<file path="config.mk">
export PLATFORM = sky130hd
export DESIGN_NAME = seg_scan_display_flat
export DESIGN_NICKNAME = d
export VERILOG_FILES = /design/src/rtl/seg_pkg.sv /design/src/rtl/seg_scan_display_if.sv /design/src/rtl/bin2bcd_seq.sv /design/src/rtl/seg_scan_display.sv /design/src/flat_wrapper.sv
export SDC_FILE = /design/constraint.sdc
export NUM_CORES = 1
export LEC_CHECK = 0
export CAP_MARGIN = 25
export CORE_UTILIZATION = 32
export DETAILED_ROUTE_END_ITERATION = 12
export PLACE_DENSITY = 0.48
export SLEW_MARGIN = 20
export SYNTH_ARGS = -nofsm -noshare
export SYNTH_HDL_FRONTEND = slang
export SYNTH_SLANG_ARGS = --single-unit
</file>
<file path="constraint.sdc">
create_clock -name clk -period 2.3 [get_ports clk]
set_input_delay 0.345 -clock clk [delete_from_list [all_inputs] [get_ports clk]]
set_output_delay 0.345 -clock clk [all_outputs]
set_load 0.01 [all_outputs]
</file>
<file path="src/rtl/seg_pkg.sv">
// Shared definitions for the chess-clock display stage: segment encodings,
// converter state and the BCD payload carried from converter to scanner.
package seg_pkg;

  // Segment bytes are {dp,g,f,e,d,c,b,a}, active-low
  localparam logic [2:0] DP_BIT    = 3'd7;
  localparam logic [7:0] SEG_A     = 8'b1000_1000;
  localparam logic [7:0] SEG_B     = 8'b1000_0011;
  localparam logic [7:0] SEG_BLANK = 8'hFF;

  typedef enum logic [1:0] {
    ST_IDLE,
    ST_SHIFT,
    ST_DONE
  } conv_state_e;

  // d2 = tens of seconds, d1 = units of seconds, d0 = tenths
  typedef struct packed {
    logic [3:0] d2;
    logic [3:0] d1;
    logic [3:0] d0;
  } bcd3_t;

  function automatic logic [7:0] seg_digit(input logic [3:0] d);
    case (d)
      4'd0:    return 8'hC0;
      4'd1:    return 8'hF9;
      4'd2:    return 8'hA4;
      4'd3:    return 8'hB0;
      4'd4:    return 8'h99;
      4'd5:    return 8'h92;
      4'd6:    return 8'h82;
      4'd7:    return 8'hF8;
      4'd8:    return 8'h80;
      4'd9:    return 8'h90;
      default: return SEG_BLANK;
    endcase
  endfunction

endpackage

</file>
<file path="src/rtl/seg_scan_display_if.sv">
// Timer-to-display bundle: quasi-static timer state in, multiplexed display drive out.
interface seg_scan_display_if #(
  parameter int unsigned CNT_W = 9
);
  logic [CNT_W-1:0] cnt_dis;
  logic             win;
  logic             seg_en;
  logic [7:0]       seg;
  logic [3:0]       an;

  modport master (output cnt_dis, win, seg_en, input seg, an);
  modport slave  (input cnt_dis, win, seg_en, output seg, an);
endinterface

</file>
<file path="src/rtl/bin2bcd_seq.sv">
// Sequential double-dabble: one shift per cycle, results published together in DONE.
module bin2bcd_seq
  import seg_pkg::*;
#(
  parameter int unsigned CNT_W = 9
) (
  input  logic             clk,
  input  logic             rst,
  input  logic             start_i,
  input  logic [CNT_W-1:0] bin_i,
  output logic             busy_o,
  output logic             done_c_o,
  output bcd3_t            bcd_o
);

  localparam int unsigned BCD_W = 12;
  localparam int unsigned SH_W  = BCD_W + CNT_W;
  localparam int unsigned IT_W  = (CNT_W > 1) ? $clog2(CNT_W) : 1;

  conv_state_e      state_q, state_d;
  logic [SH_W-1:0]  shift_q, shift_d, dab;
  logic [IT_W-1:0]  it_q, it_d;
  bcd3_t            bcd_q, bcd_d;
  logic             busy_q, busy_d;

  // Add-3 correction on every BCD nibble that would overflow after the shift
  always_comb begin
    dab = shift_q;
    for (int k = 0; k < 3; k++) begin
      if (dab[CNT_W + 4*k +: 4] >= 4'd5) begin
        dab[CNT_W + 4*k +: 4] = dab[CNT_W + 4*k +: 4] + 4'd3;
      end
    end
  end

  always_comb begin
    state_d = state_q;
    shift_d = shift_q;
    it_d    = it_q;
    bcd_d   = bcd_q;
    case (state_q)
      ST_IDLE: begin
        if (start_i) begin
          shift_d = {BCD_W'(0), bin_i};
          it_d    = '0;
          state_d = ST_SHIFT;
        end
      end
      ST_SHIFT: begin
        shift_d = {dab[SH_W-2:0], 1'b0};
        it_d    = it_q + 1'b1;
        if (it_q == IT_W'(CNT_W - 1)) begin
          state_d = ST_DONE;
        end
      end
      ST_DONE: begin
        bcd_d   = bcd3_t'(shift_q[SH_W-1 -: BCD_W]);
        state_d = ST_IDLE;
      end
      default: state_d = ST_IDLE;
    endcase
    busy_d = (state_d != ST_IDLE);
  end

  always_ff @(posedge clk) begin
    if (rst) begin
      state_q <= ST_IDLE;
      shift_q <= '0;
      it_q    <= '0;
      bcd_q   <= '0;
      busy_q  <= 1'b0;
    end else begin
      state_q <= state_d;
      shift_q <= shift_d;
      it_q    <= it_d;
      bcd_q   <= bcd_d;
      busy_q  <= busy_d;
    end
  end

  assign busy_o   = busy_q;
  assign done_c_o = (state_q == ST_DONE);
  assign bcd_o    = bcd_q;

endmodule

</file>
<file path="src/rtl/seg_scan_display.sv">
// Chess-clock display: filters and snapshots the timer count, converts it to
// BCD once per frame and scans "P SS.T" onto four multiplexed digits.
module seg_scan_display
  import seg_pkg::*;
#(
  parameter int unsigned SCAN_DIV     = 100000,
  parameter int unsigned BLINK_FRAMES = 125,
  parameter int unsigned CNT_W        = 9
) (
  input logic               clk,
  input logic               rst,
  seg_scan_display_if.slave bus
);

  localparam int unsigned DIV_W = (SCAN_DIV > 1) ? $clog2(SCAN_DIV) : 1;
  localparam int unsigned FRM_W = (BLINK_FRAMES > 1) ? $clog2(BLINK_FRAMES) : 1;

  logic [CNT_W-1:0] cnt_s1_q, cnt_s2_q, cnt_prev_q, snap_cnt_q;
  logic             win_s1_q, win_s2_q, en_s1_q, en_s2_q;
  logic             snap_win_q, frozen_q;
  logic [DIV_W-1:0] div_q, div_d;
  logic [1:0]       idx_q, idx_d;
  logic [FRM_W-1:0] frame_cnt_q, frame_cnt_d;
  logic             blink_on_q, blink_on_d;
  logic             conv_win_q, disp_win_q, disp_valid_q;
  logic [7:0]       seg_q, seg_d, digit_seg;
  logic [3:0]       an_q, an_d, digit_an;
  logic             div_wrap, frame_wrap, accept;
  logic             conv_busy, conv_done_c;
  bcd3_t            bcd;

  bin2bcd_seq #(.CNT_W(CNT_W)) u_b2b (
    .clk      (clk),
    .rst      (rst),
    .start_i  (frame_wrap),
    .bin_i    (snap_cnt_q),
    .busy_o   (conv_busy),
    .done_c_o (conv_done_c),
    .bcd_o    (bcd)
  );

  // A count is taken only after two equal synchronised samples, and never while timed out
  always_comb begin
    div_wrap   = (div_q == DIV_W'(SCAN_DIV - 1));
    frame_wrap = div_wrap && (idx_q == 2'd3);
    accept     = (cnt_s2_q == cnt_prev_q) && !en_s2_q && !frozen_q;
  end

  always_comb begin
    div_d       = div_wrap ? '0 : div_q + 1'b1;
    idx_d       = div_wrap ? idx_q + 2'd1 : idx_q;
    blink_on_d  = blink_on_q;
    frame_cnt_d = frame_cnt_q;
    if (!frozen_q) begin
      blink_on_d  = 1'b1;
      frame_cnt_d = '0;
    end else if (frame_wrap) begin
      if (frame_cnt_q == FRM_W'(BLINK_FRAMES - 1)) begin
        frame_cnt_d = '0;
        blink_on_d  = !blink_on_q;
      end else begin
        frame_cnt_d = frame_cnt_q + 1'b1;
      end
    end

    digit_seg = SEG_BLANK;
    digit_an  = ~(4'b0001 << idx_d);
    case (idx_d)
      2'd3: digit_seg = disp_win_q ? SEG_B : SEG_A;
      2'd2: begin
        // Leading-zero tens digit is dark: pattern and enable both off
        if (bcd.d2 == 4'd0) digit_an  = 4'hF;
        else                digit_seg = seg_digit(bcd.d2);
      end
      2'd1: begin
        digit_seg         = seg_digit(bcd.d1);
        digit_seg[DP_BIT] = 1'b0;
      end
      default: digit_seg = seg_digit(bcd.d0);
    endcase

    // Drive changes only on slot boundaries so a digit never glitches mid-slot
    seg_d = seg_q;
    an_d  = an_q;
    if (div_wrap) begin
      if (!disp_valid_q) begin
        seg_d = SEG_BLANK;
        an_d  = 4'hF;
      end else begin
        seg_d = digit_seg;
        an_d  = blink_on_d ? digit_an : 4'hF;
      end
    end
  end

  always_ff @(posedge clk) begin
    if (rst) begin
      cnt_s1_q     <= '0;
      cnt_s2_q     <= '0;
      cnt_prev_q   <= '0;
      win_s1_q     <= 1'b0;
      win_s2_q     <= 1'b0;
      en_s1_q      <= 1'b0;
      en_s2_q      <= 1'b0;
      snap_cnt_q   <= '0;
      snap_win_q   <= 1'b0;
      frozen_q     <= 1'b0;
      div_q        <= '0;
      idx_q        <= '0;
      frame_cnt_q  <= '0;
      blink_on_q   <= 1'b1;
      conv_win_q   <= 1'b0;
      disp_win_q   <= 1'b0;
      disp_valid_q <= 1'b0;
      seg_q        <= SEG_BLANK;
      an_q         <= 4'hF;
    end else begin
      cnt_s1_q    <= bus.cnt_dis;
      cnt_s2_q    <= cnt_s1_q;
      cnt_prev_q  <= cnt_s2_q;
      win_s1_q    <= bus.win;
      win_s2_q    <= win_s1_q;
      en_s1_q     <= bus.seg_en;
      en_s2_q     <= en_s1_q;
      frozen_q    <= en_s2_q;
      if (accept) begin
        snap_cnt_q <= cnt_s2_q;
        snap_win_q <= win_s2_q;
      end
      div_q       <= div_d;
      idx_q       <= idx_d;
      frame_cnt_q <= frame_cnt_d;
      blink_on_q  <= blink_on_d;
      // Player letter travels with the count it was snapshotted with
      if (frame_wrap && !conv_busy) conv_win_q <= snap_win_q;
      if (conv_done_c) begin
        disp_win_q   <= conv_win_q;
        disp_valid_q <= 1'b1;
      end
      seg_q       <= seg_d;
      an_q        <= an_d;
    end
  end

  assign bus.seg = seg_q;
  assign bus.an  = an_q;

endmodule

</file>
<file path="src/flat_wrapper.sv">
// flat-port wrapper written by rule: the top's interface ports become plain ports
module seg_scan_display_flat import seg_pkg::*;
#(
  parameter int unsigned SCAN_DIV     = 100000,
  parameter int unsigned BLINK_FRAMES = 125,
  parameter int unsigned CNT_W        = 9
)
  (clk, rst, bus_cnt_dis, bus_win, bus_seg_en, bus_seg, bus_an);
  seg_scan_display_if #(.CNT_W(CNT_W)) bus_i ();
  input logic clk;
  input logic rst;
  input wire logic [$bits(bus_i.cnt_dis)-1:0] bus_cnt_dis;
  input wire logic [$bits(bus_i.win)-1:0] bus_win;
  input wire logic [$bits(bus_i.seg_en)-1:0] bus_seg_en;
  output wire logic [$bits(bus_i.seg)-1:0] bus_seg;
  output wire logic [$bits(bus_i.an)-1:0] bus_an;
  assign bus_i.cnt_dis = bus_cnt_dis;
  assign bus_i.win = bus_win;
  assign bus_i.seg_en = bus_seg_en;
  assign bus_seg = bus_i.seg;
  assign bus_an = bus_i.an;
  seg_scan_display #(.SCAN_DIV(SCAN_DIV), .BLINK_FRAMES(BLINK_FRAMES), .CNT_W(CNT_W)) u_core (.clk(clk), .rst(rst), .bus(bus_i));
endmodule
</file>
==> results of run 1 <==
-- placed cells by master, fill, tap and decap left out, types with 9 or more instances in the layout --
| cell | Yosys | final |
|---|---|---|
| nand3_1 | 18 | 18 |
| nor2b_1 | 36 | 36 |
| dfxtp_1 | 145 | 145 |
| a21oi_1 | 42 | 42 |
| nor2_1 | 70 | 70 |
| a211oi_1 | 9 | 9 |
| nor3_1 | 17 | 16 |
| xor2_1 | 12 | 12 |
| inv_1 | 30 | 30 |
| xnor2_1 | 21 | 21 |
| buf_4 | 1 | 24 |
| mux2i_1 | 47 | 47 |
| o21ai_0 | 22 | 22 |
| clkdlybuf4s50_1 | 0 | 23 |
| nand2_1 | 30 | 30 |
| ha_1 | 27 | 27 |
| nand4_1 | 15 | 15 |
| clkbuf_16 | 0 | 17 |
-- layer usage --
| metal | track usage [%] | part of all wire (%) |
|---|---|---|
| met1 | 17.7 | 49 |
| met2 | 23.4 | 46 |
| met3 | 4.08 | 2.8 |
| met4 | 6.01 | 1.7 |
| met5 | 0 | 0 |
-- layout make-up --
class / instances / area share, %
multi-input combinational: 447 / 41.2
sequential: 145 / 39.3
clock buffer: 18 / 5.94
timing repair buffer: 47 / 5.55
tap: 260 / 4.40
clock inverter: 14 / 2.07
inverter: 31 / 1.57
-- per-stage QoR --
step / hold slack [ns] / utilization, % / total power, W / area, µm² / setup slack, ns
2_1_floorplan: 0.414 / - / 0.00270 / 6190 / 0.205
3_3_place_gp: 0.421 / 36.1 / 0.00275 / 6800 / 0.191
3_5_place_dp: 0.423 / 36.1 / 0.00275 / 6800 / 0.177
6_report: 0.323 / 39.2 / 0.00543 / 7390 / 0.182
4_1_cts: 0.306 / 39.2 / 0.00551 / 7390 / 0.164
5_1_grt: 0.318 / 39.2 / 0.00565 / 7390 / 0.00467
-- power breakdown --
group | internal, W | switching (W)
sequential | 0.00254 | 0.0000170
clock | 0.00164 | 0.00110
combinational | 0.0000625 | 0.0000683
total | 0.00424 | 0.00118
-- path summary, 6_finish.rpt --
check / end / cells past startpoint / slack, ns
worst min register to register: u_core.cnt_s2_q[5] / 1 / 0.44
worst max-delay path: u_core.bus.an[2] / 5 / 0.18
worst min-delay path: u_core.u_b2b.busy_o / 2 / 0.32
worst max register to register: u_core.bus.an[2] / 5 / 0.18
-- kinds of logic (layout without fill, tap and decap cells) --
group / count (synthesis) / after routing / share of synthesized area, %
adders and majority gates: 27 / 27 / 5.46
xor gates and xnor gates: 33 / 33 / 4.67
and+or+nand+nor: 231 / 231 / 19.9
DFF: 145 / 145 / 46.9
muxes: 53 / 53 / 8.75
AOI/OAI and AO/OA: 103 / 103 / 10.2
buffers and inverters: 64 / 110 / 4.06
-- worst max-delay path, stage by stage, from the launching register on --
cell     delay (ns)
dfxtp_1        0.38
nor4b_4        0.34
nand4_4        0.12
or4_1          0.65
mux2i_1        0.18
o32a_1         0.33
==> metrics.csv, run 1 <==
metric;value;unit
# fillers;1833;
unrepaired setup endpoints after global routing;no;
area grow syn2layout;19.3;%
synthesized area;6190;µm²
Slew headroom;56.8;%
vias in the first global route;4473;
cell count after synthesis;656;
Final Cycle Share;92.1;%
Tmin final;2.12;ns
Synth area leaders;dfxtp_1, mux2i_1, ha_1;
Post-DP HPWL;9.13;mm
Layout Cells excl Fill;962;
FF/Latch Area;2900;µm²
CTS Root Cell;clkbuf_16;
initial antenna violation count;0;
vias;4551;
post-synth cell types;56;
cts bufs inserted;17;
register bit total from synthesis;145;
clock-pin slew on the worst setup and hold paths;0.06;ns
Post-CTS Setup Bufs;0;
Yosys top cell by area;dfxtp_1;
top_reg_cell synth;dfxtp_1;
power per standard cell area;734;nW/µm²
Initial Util;32.9;%
Hold WC Path Type;input pin to flop;
multi-input logic area;3040;µm²
number of synthesized flops with an enable pin;0;
Leak Pwr;2.80;nW
drt total wl;12.9;mm
Routability Congestion;0.832;
asr flop ratio synth;0;%
Sink Count;145;
Max-cap violations;0;
setup TNS;0;ns
most frequent cells after synthesis;dfxtp_1, nor2_1, mux2i_1, a21oi_1, nor2b_1;
core area;18800;µm²
ANT cells;0;
# hold bufs at CTS;0;
final net count;729;
IO Pins;25;
CTS H-tree lvls;4;
die area;19900;µm²
status;complete, no violations;
DRC;0;
TritonCTS clock tree;built;
CP max FO;6;
row cnt;50;
Slew Viols, Final;0;
worst r2r src;u_core.div_q[5];
maximum clock path buffer count;2;
Pre-Repair DR Iteration Count;4;
crit path capture type;flop;
launch point of the critical path;u_core.div_q[5];
worst-skew pair later-pin latency;0.42;ns
crit start category;flop;
most frequent cell after synthesis;dfxtp_1;
Final ANT Viol Nets;0;
Seq/Total Area, Yosys;46.9;%
FMAX;472;MHz
first-pass GRT wire length;22.3;mm
critical path class;flop to flop;
synth warn;0;
Die Span X;141;µm
Avg WL per Cell;13.4;µm
final setup fails;0;
Tot GR Track Use;14.3;%
Vias/cell;4.73;
Clock Skews;0.00978;ns
Worst EP required;2.61;ns
net count after synthesis;696;
WP data arrival;2.43;ns
largest net degree at the start of global routing;53;
Iteration-0 DRC Markers;193;
Peak supply drop;0.608;mV
port buffer count;24;
Avg Inst Size Synth;9.44;µm²
Die Span Y;141;µm
GRT overflow;0;
ratio of cells with drive above 1 in the final layout;10.8;%
Synth top area share;46.9;%
Cells after DPL;930;
actual slew at the worst max-slew pin;0.640;ns
hold_sp;rst;
Final Hold Viols;0;
cts repair resizes;0;
No activity file was read; power rests on OpenSTA's default activity.
==> inputs of run 2 (changes only) <==
Settings changed: MAX_ROUTING_LAYER set to met4, REMOVE_ABC_BUFFERS set to 1, TNS_END_PERCENT set to 50.
==> metrics.csv, run 2 (synthesized netlist as in run 1, its figures left out) <==
metric;value;unit;change
status;complete, no violations;;
TritonCTS clock tree;built;;
unrepaired setup endpoints after global routing;no;;
Slew Viols, Final;0;;unchanged
Leak Pwr;2.82;nW;+0.90%
first-pass GRT wire length;22.2;mm;-0.53%
Final ANT Viol Nets;0;;unchanged
ANT cells;0;;unchanged
Sink Count;145;;unchanged
Worst EP required;2.60;ns;about the same
Die Span Y;141;µm;unchanged
Max-cap violations;0;;unchanged
crit start category;flop;;
Iteration-0 DRC Markers;250;;+30%
commonest non-fill, non-tap cell in the layout;dfxtp_1;;
maximum clock path buffer count;2;;unchanged
CP max FO;6;;unchanged
Avg WL per Cell;13.5;µm;+0.25%
final setup margin;0.127;ns;-0.0555 ns
vias;4568;;+0.37%
total power draw;0.00558;W;+2.8%
Final Cycle Share;94.5;%;+2.4 points
Hold WC Path Type;input pin to flop;;
row cnt;50;;unchanged
Die Span X;141;µm;unchanged
Vias/cell;4.74;;+0.27%
Final Hold Viols;0;;unchanged
Layout Cells excl Fill;963;;+0.10%
WHS;0.317;ns;-0.00605 ns
Worst R2R Setup Slack;0.13;ns;-0.06 ns
FMAX;460;MHz;-2.6%
final setup fails;0;;unchanged
Post-CTS Setup Bufs;0;;unchanged
actual slew at the worst max-slew pin;0.646;ns;+0.00616 ns
CTS H-tree lvls;4;;unchanged
RR Endpoint;u_core.bus.an[2];;
drt total wl;13.0;mm;+0.36%
Tmin final;2.17;ns;+0.0555 ns
worst-skew pair later-pin latency;0.41;ns;about the same
WP data arrival;2.47;ns;+0.04 ns
clock-pin slew on the worst setup and hold paths;0.06;ns;about the same
cts repair resizes;0;;unchanged
Routability Congestion;0.810;;-2.7%
Pre-Repair DR Iteration Count;5;;+1
DRC;0;;unchanged
worst r2r src;u_core.div_q[5];;
largest net degree at the start of global routing;38;;-28%
launch point of the critical path;u_core.div_q[5];;
IO Pins;25;;unchanged
die area;19900;µm²;unchanged
initial antenna violation count;0;;unchanged
Initial Util;32.9;%;unchanged
ratio of cells with drive above 1 in the final layout;11.1;%;+0.27 points
Clock Skews;0.00832;ns;-0.00146 ns
vias in the first global route;4572;;+2.2%
critical path class;flop to flop;;
power per standard cell area;749;nW/µm²;+2.0%
# hold bufs at CTS;0;;unchanged
Worst Setup EP;u_core.bus.an[2];;
Post-DP HPWL;9.09;mm;-0.39%
crit path capture type;flop;;
most frequent cells in the layout;dfxtp_1, nor2_1, mux2i_1;;
core area;18800;µm²;unchanged
Slew headroom;56.4;%;-0.42 points
hold_sp;rst;;
dpl ws;0.165;ns;-0.0126 ns
final net count;730;;+0.14%
CTS Root Cell;clkbuf_16;;
Cells after DPL;931;;+0.11%
cts bufs inserted;17;;unchanged
port buffer count;24;;unchanged
Tot GR Track Use;14.6;%;+0.22 points
area grow syn2layout;20.3;%;
worst r2r path cells;5;;unchanged
GRT overflow;0;;unchanged
Peak supply drop;0.438;mV;-28%
==> run 2: changes by cell type in the layout (fill, tap and decap cells not counted) <==
cell        before  now
clkinv_2         2    4
clkbuf_8         1    0
clkbuf_1         0    1
bufinv_16        2    4
clkinvlp_4       4    3
inv_6            4    1
nor3_1          16   14
nor3_2           1    3
buf_12           0    1
==> run 2: report_power, final <==
part	internal (W)	leakage, nW	switching (W)
logic	0.0000636	1.35	0.0000694
clock network	0.00181	0.296	0.00107
registers	0.00254	1.17	0.0000167
total	0.00442	2.82	0.00116
==> run 2: worst min path at each step <==
stage                                    end  slack, ns  cells after the start
after floorplan           u_core.cnt_s2_q[0]       0.41                      1
after global routing      u_core.cnt_s1_q[4]       0.34                      2
final                     u_core.cnt_s2_q[1]       0.32                      2
after CTS                 u_core.cnt_s1_q[1]       0.30                      2
after global placement    u_core.cnt_s2_q[5]       0.42                      1
after detailed placement  u_core.cnt_s2_q[1]       0.42                      1
==> run 2: per-layer routing <==
| metal | global-route usage [%] | vias up | wire (µm) |
|---|---|---|---|
| met5 | - | - | 0 |
| met3 | 3.87 | 11 | 366 |
| met2 | 23.8 | 61 | 6220 |
| met4 | 5.09 | 0 | 155 |
| li1 | - | 2342 | - |
| met1 | 17.2 | 2154 | 6220 |
==> run 2: per-stage QoR <==
step,utilization [%],area (µm²),TNS (ns)
2_1_floorplan,-,6060,-1.48
3_3_place_gp,36.2,6820,0
3_5_place_dp,36.2,6820,0
4_1_cts,39.5,7430,0
5_1_grt,39.5,7440,0
6_report,39.5,7440,0
==> run 2: final cells by class <==
| type | count | area [µm²] |
|---|---|---|
| Fill cell | 1815 | 11400 |
| Multi-Input combinational cell | 447 | 3050 |
| Sequential cell | 145 | 2900 |
| Timing Repair Buffer | 48 | 430 |
| Clock buffer | 18 | 429 |
| Tap cell | 260 | 325 |
| Clock inverter | 14 | 189 |
| Inverter | 31 | 116 |
==> run 2: worst max-delay path, cell delays in order (launching register included) <==
cell,delay [ns]
dfxtp_1,0.38
nor4b_4,0.35
nand4_4,0.13
or4_1,0.67
mux2i_1,0.19
o32a_1,0.35
==> inputs of run 3 (changes only) <==
Settings changed: CAP_MARGIN 25 to 20, PLACE_DENSITY 0.48 to 0.49, SYNTH_HIERARCHICAL set to 1.
==> metrics.csv, run 3 <==
metric;value;unit;change
maximum clock path buffer count;2;;unchanged
Final Cycle Share;91.9;%;-2.6 points
post-synth cell types;68;;+21%
largest net degree at the start of global routing;40;;+5.3%
FMAX;473;MHz;+2.8%
Die Span Y;136;µm;-3.7%
launch point of the critical path;u_core/u_b2b/bcd_o[8];;
final setup fails;0;;unchanged
port buffer count;24;;unchanged
crit start category;flop;;
# hold bufs at CTS;0;;unchanged
Max-cap violations;0;;unchanged
synthesized area;5740;µm²;-7.4%
IO Pins;25;;unchanged
initial antenna violation count;0;;unchanged
Final ANT Viol Nets;0;;unchanged
top_reg_cell synth;dfxtp_1;;
hold_sp;rst;;
Yosys top cell by area;dfxtp_1;;
Avg WL per Cell;13.0;µm;-3.6%
Slew Viols, Final;0;;unchanged
CTS H-tree lvls;4;;unchanged
WP data arrival;2.41;ns;-0.06 ns
Die Span X;136;µm;-3.7%
most frequent cells after synthesis;dfxtp_1, nor2_1, a21oi_1, nor2b_1, nand2_1;;
Post-CTS Setup Bufs;0;;unchanged
cts bufs inserted;17;;unchanged
vias in the first global route;4171;;-8.8%
core area;17400;µm²;-7.5%
Worst R2R Setup Slack;0.19;ns;+0.06 ns
most frequent cells in the layout;dfxtp_1, nor2_1, a21oi_1;;
commonest non-fill, non-tap cell in the layout;dfxtp_1;;
setup TNS;0;ns;unchanged
vias;4434;;-2.9%
# fillers;1766;;-2.7%
Tot GR Track Use;14.6;%;+0.031 points
Post-DP HPWL;8.26;mm;-9.2%
register with the highest flop count;u_core/u_b2b/shift_q;;
register bit total from synthesis;124;;-14%
GRT overflow;0;;unchanged
area grow syn2layout;19.8;%;
CP cell instances;inv_1 -> ha_1 -> or3_1 -> a21oi_1 -> o21ai_0 -> a2111o_1 -> o22a_1;;
Worst EP required;2.60;ns;about the same
WHS;0.346;ns;+0.0295 ns
Synth top area share;43.3;%;-3.6 points
Pre-Repair DR Iteration Count;4;;-1
number of synthesized flops with an enable pin;0;;unchanged
drt total wl;12.0;mm;-7.7%
actual slew at the worst max-slew pin;0.584;ns;-0.0622 ns
DRC;0;;unchanged
row cnt;48;;-4.0%
slowest stage delay, CP;0.43;ns;-0.24 ns
Peak supply drop;0.495;mV;+13%
asr flop ratio synth;0;%;unchanged
CTS Root Cell;clkbuf_16;;
ANT cells;0;;unchanged
first-pass GRT wire length;20.4;mm;-7.9%
Vias/cell;4.81;;+1.4%
ratio of cells with drive above 1 in the final layout;10.6;%;-0.48 points
TritonCTS clock tree;built;;
Hold WC Path Type;input pin to flop;;
Leak Pwr;2.57;nW;-9.0%
critical path class;flop to flop;;
Synth area leaders;dfxtp_1, ha_1, nor2_1;;
crit path capture type;flop;;
Slew headroom;60.8;%;+4.5 points
Initial Util;32.9;%;+0.054 points
CP max FO;8;;+2
Clock Skews;0.00797;ns;-0.000352 ns
worst-skew pair later-pin latency;0.41;ns;about the same
most frequent cell after synthesis;dfxtp_1;;
final net count;725;;-0.68%
unrepaired setup endpoints after global routing;no;;
Tmin final;2.11;ns;-0.0591 ns
status;complete, no violations;;
Sink Count;124;;-14%
CP max-delay cell;a2111o_1;;
Final Hold Viols;0;;unchanged
Iteration-0 DRC Markers;209;;-16%
Routability Congestion;0.775;;-4.2%
final core occ;39.5;%;-0.074 points
number of flip-flops in the largest register;21;;
Seq/Total Area, Yosys;43.3;%;-3.6 points
power per standard cell area;723;nW/µm²;-3.6%
Avg Inst Size Synth;8.80;µm²;-6.8%
cell count after synthesis;652;;-0.61%
clock-pin slew on the worst setup and hold paths;0.06;ns;about the same
die area;18500;µm²;-7.2%
synth warn;6;;+6
worst r2r src;u_core/u_b2b/bcd_o[8];;
## run 3: cell count changes in the layout (fill, tap and decap cells not counted), moves of 7 or more
cell	previous run	this run
mux2i_1	47	19
dfxtp_1	145	124
nor2_1	70	88
a21oi_1	42	55
nand2_1	30	43
nor2b_1	36	45
a211oi_1	9	1
a22o_1	0	8
inv_1	30	22
nand4_1	15	8
## run 3: worst max-delay path: cells and delay by family (launching register included)
family	cells	cell delay [ns]
AO/OA/AOI/OAI	4	0.83
adder cells (fa/ha/maj)	1	0.30
buffers and inverters	1	0.11
flip-flops	1	0.41
AND/OR/NAND/NOR	1	0.37
## run 3: per-layer routing
layer,wire length (µm),vias up,global-route usage (%)
li1,-,2299,-
met2,5470,48,22.6
met1,6000,2077,17.9
met3,347,10,4.51
met5,0,-,-
met4,138,0,4.94
## run 3: logic make-up after synthesis
family                     after synthesis  share of synthesized area (%)
and+or+nand+nor                        270                           24.8
buffers and inverters                   53                           3.73
AOI/OAI and AO/OA                      123                           13.3
xor gates and xnor gates                33                           5.04
adders and majority gates               28                           6.11
muxes                                   21                           3.71
DFF                                    124                           43.3
## run 3: layout make-up
type | count | area (µm²) | share of cell area, %
clock buffers | 18 | 429 | 6.24
clock inverters | 14 | 160 | 2.33
inverters | 22 | 82.6 | 1.20
multi-input cells | 475 | 3050 | 44.4
flip-flops and latches | 124 | 2480 | 36.1
well taps | 225 | 282 | 4.10
repair buffers | 44 | 388 | 5.64
## run 3: path summary, 6_finish.rpt
path	end	depth (start not counted)
hold / removal	u_core/disp_valid_q	2
setup reg to reg	u_core/bus.seg[3]	7
hold reg to reg	u_core/cnt_s2_q[5]	1
setup / recovery	u_core/bus.seg[3]	7
## run 3: metrics by stage
step / instances / area [µm²] / power [W] / worst slack, ns
detailed placement: 890 / 6280 / 0.00237 / 0.133
global placement: 890 / 6280 / 0.00237 / 0.153
CTS: 922 / 6870 / 0.00505 / 0.106
floorplan: 621 / 5600 / 0.00230 / 0.0678
global route: 922 / 6870 / 0.00518 / 0.0536
finish: 922 / 6870 / 0.00497 / 0.186
## run 3: power by group
part	internal [W]	switching [W]	total, W
Sequential	0.00218	0.0000160	0.00220
Clock	0.00162	0.00103	0.00264
Combinational	0.0000614	0.0000657	0.000127
Total	0.00386	0.00111	0.00497
## run 3: what timing repair did
item / 4_1_cts / 5_1_grt
resized for setup: 0 / 1
endpoints found under the setup margin: 0 / 2
endpoints found under the hold margin: 0 / 0
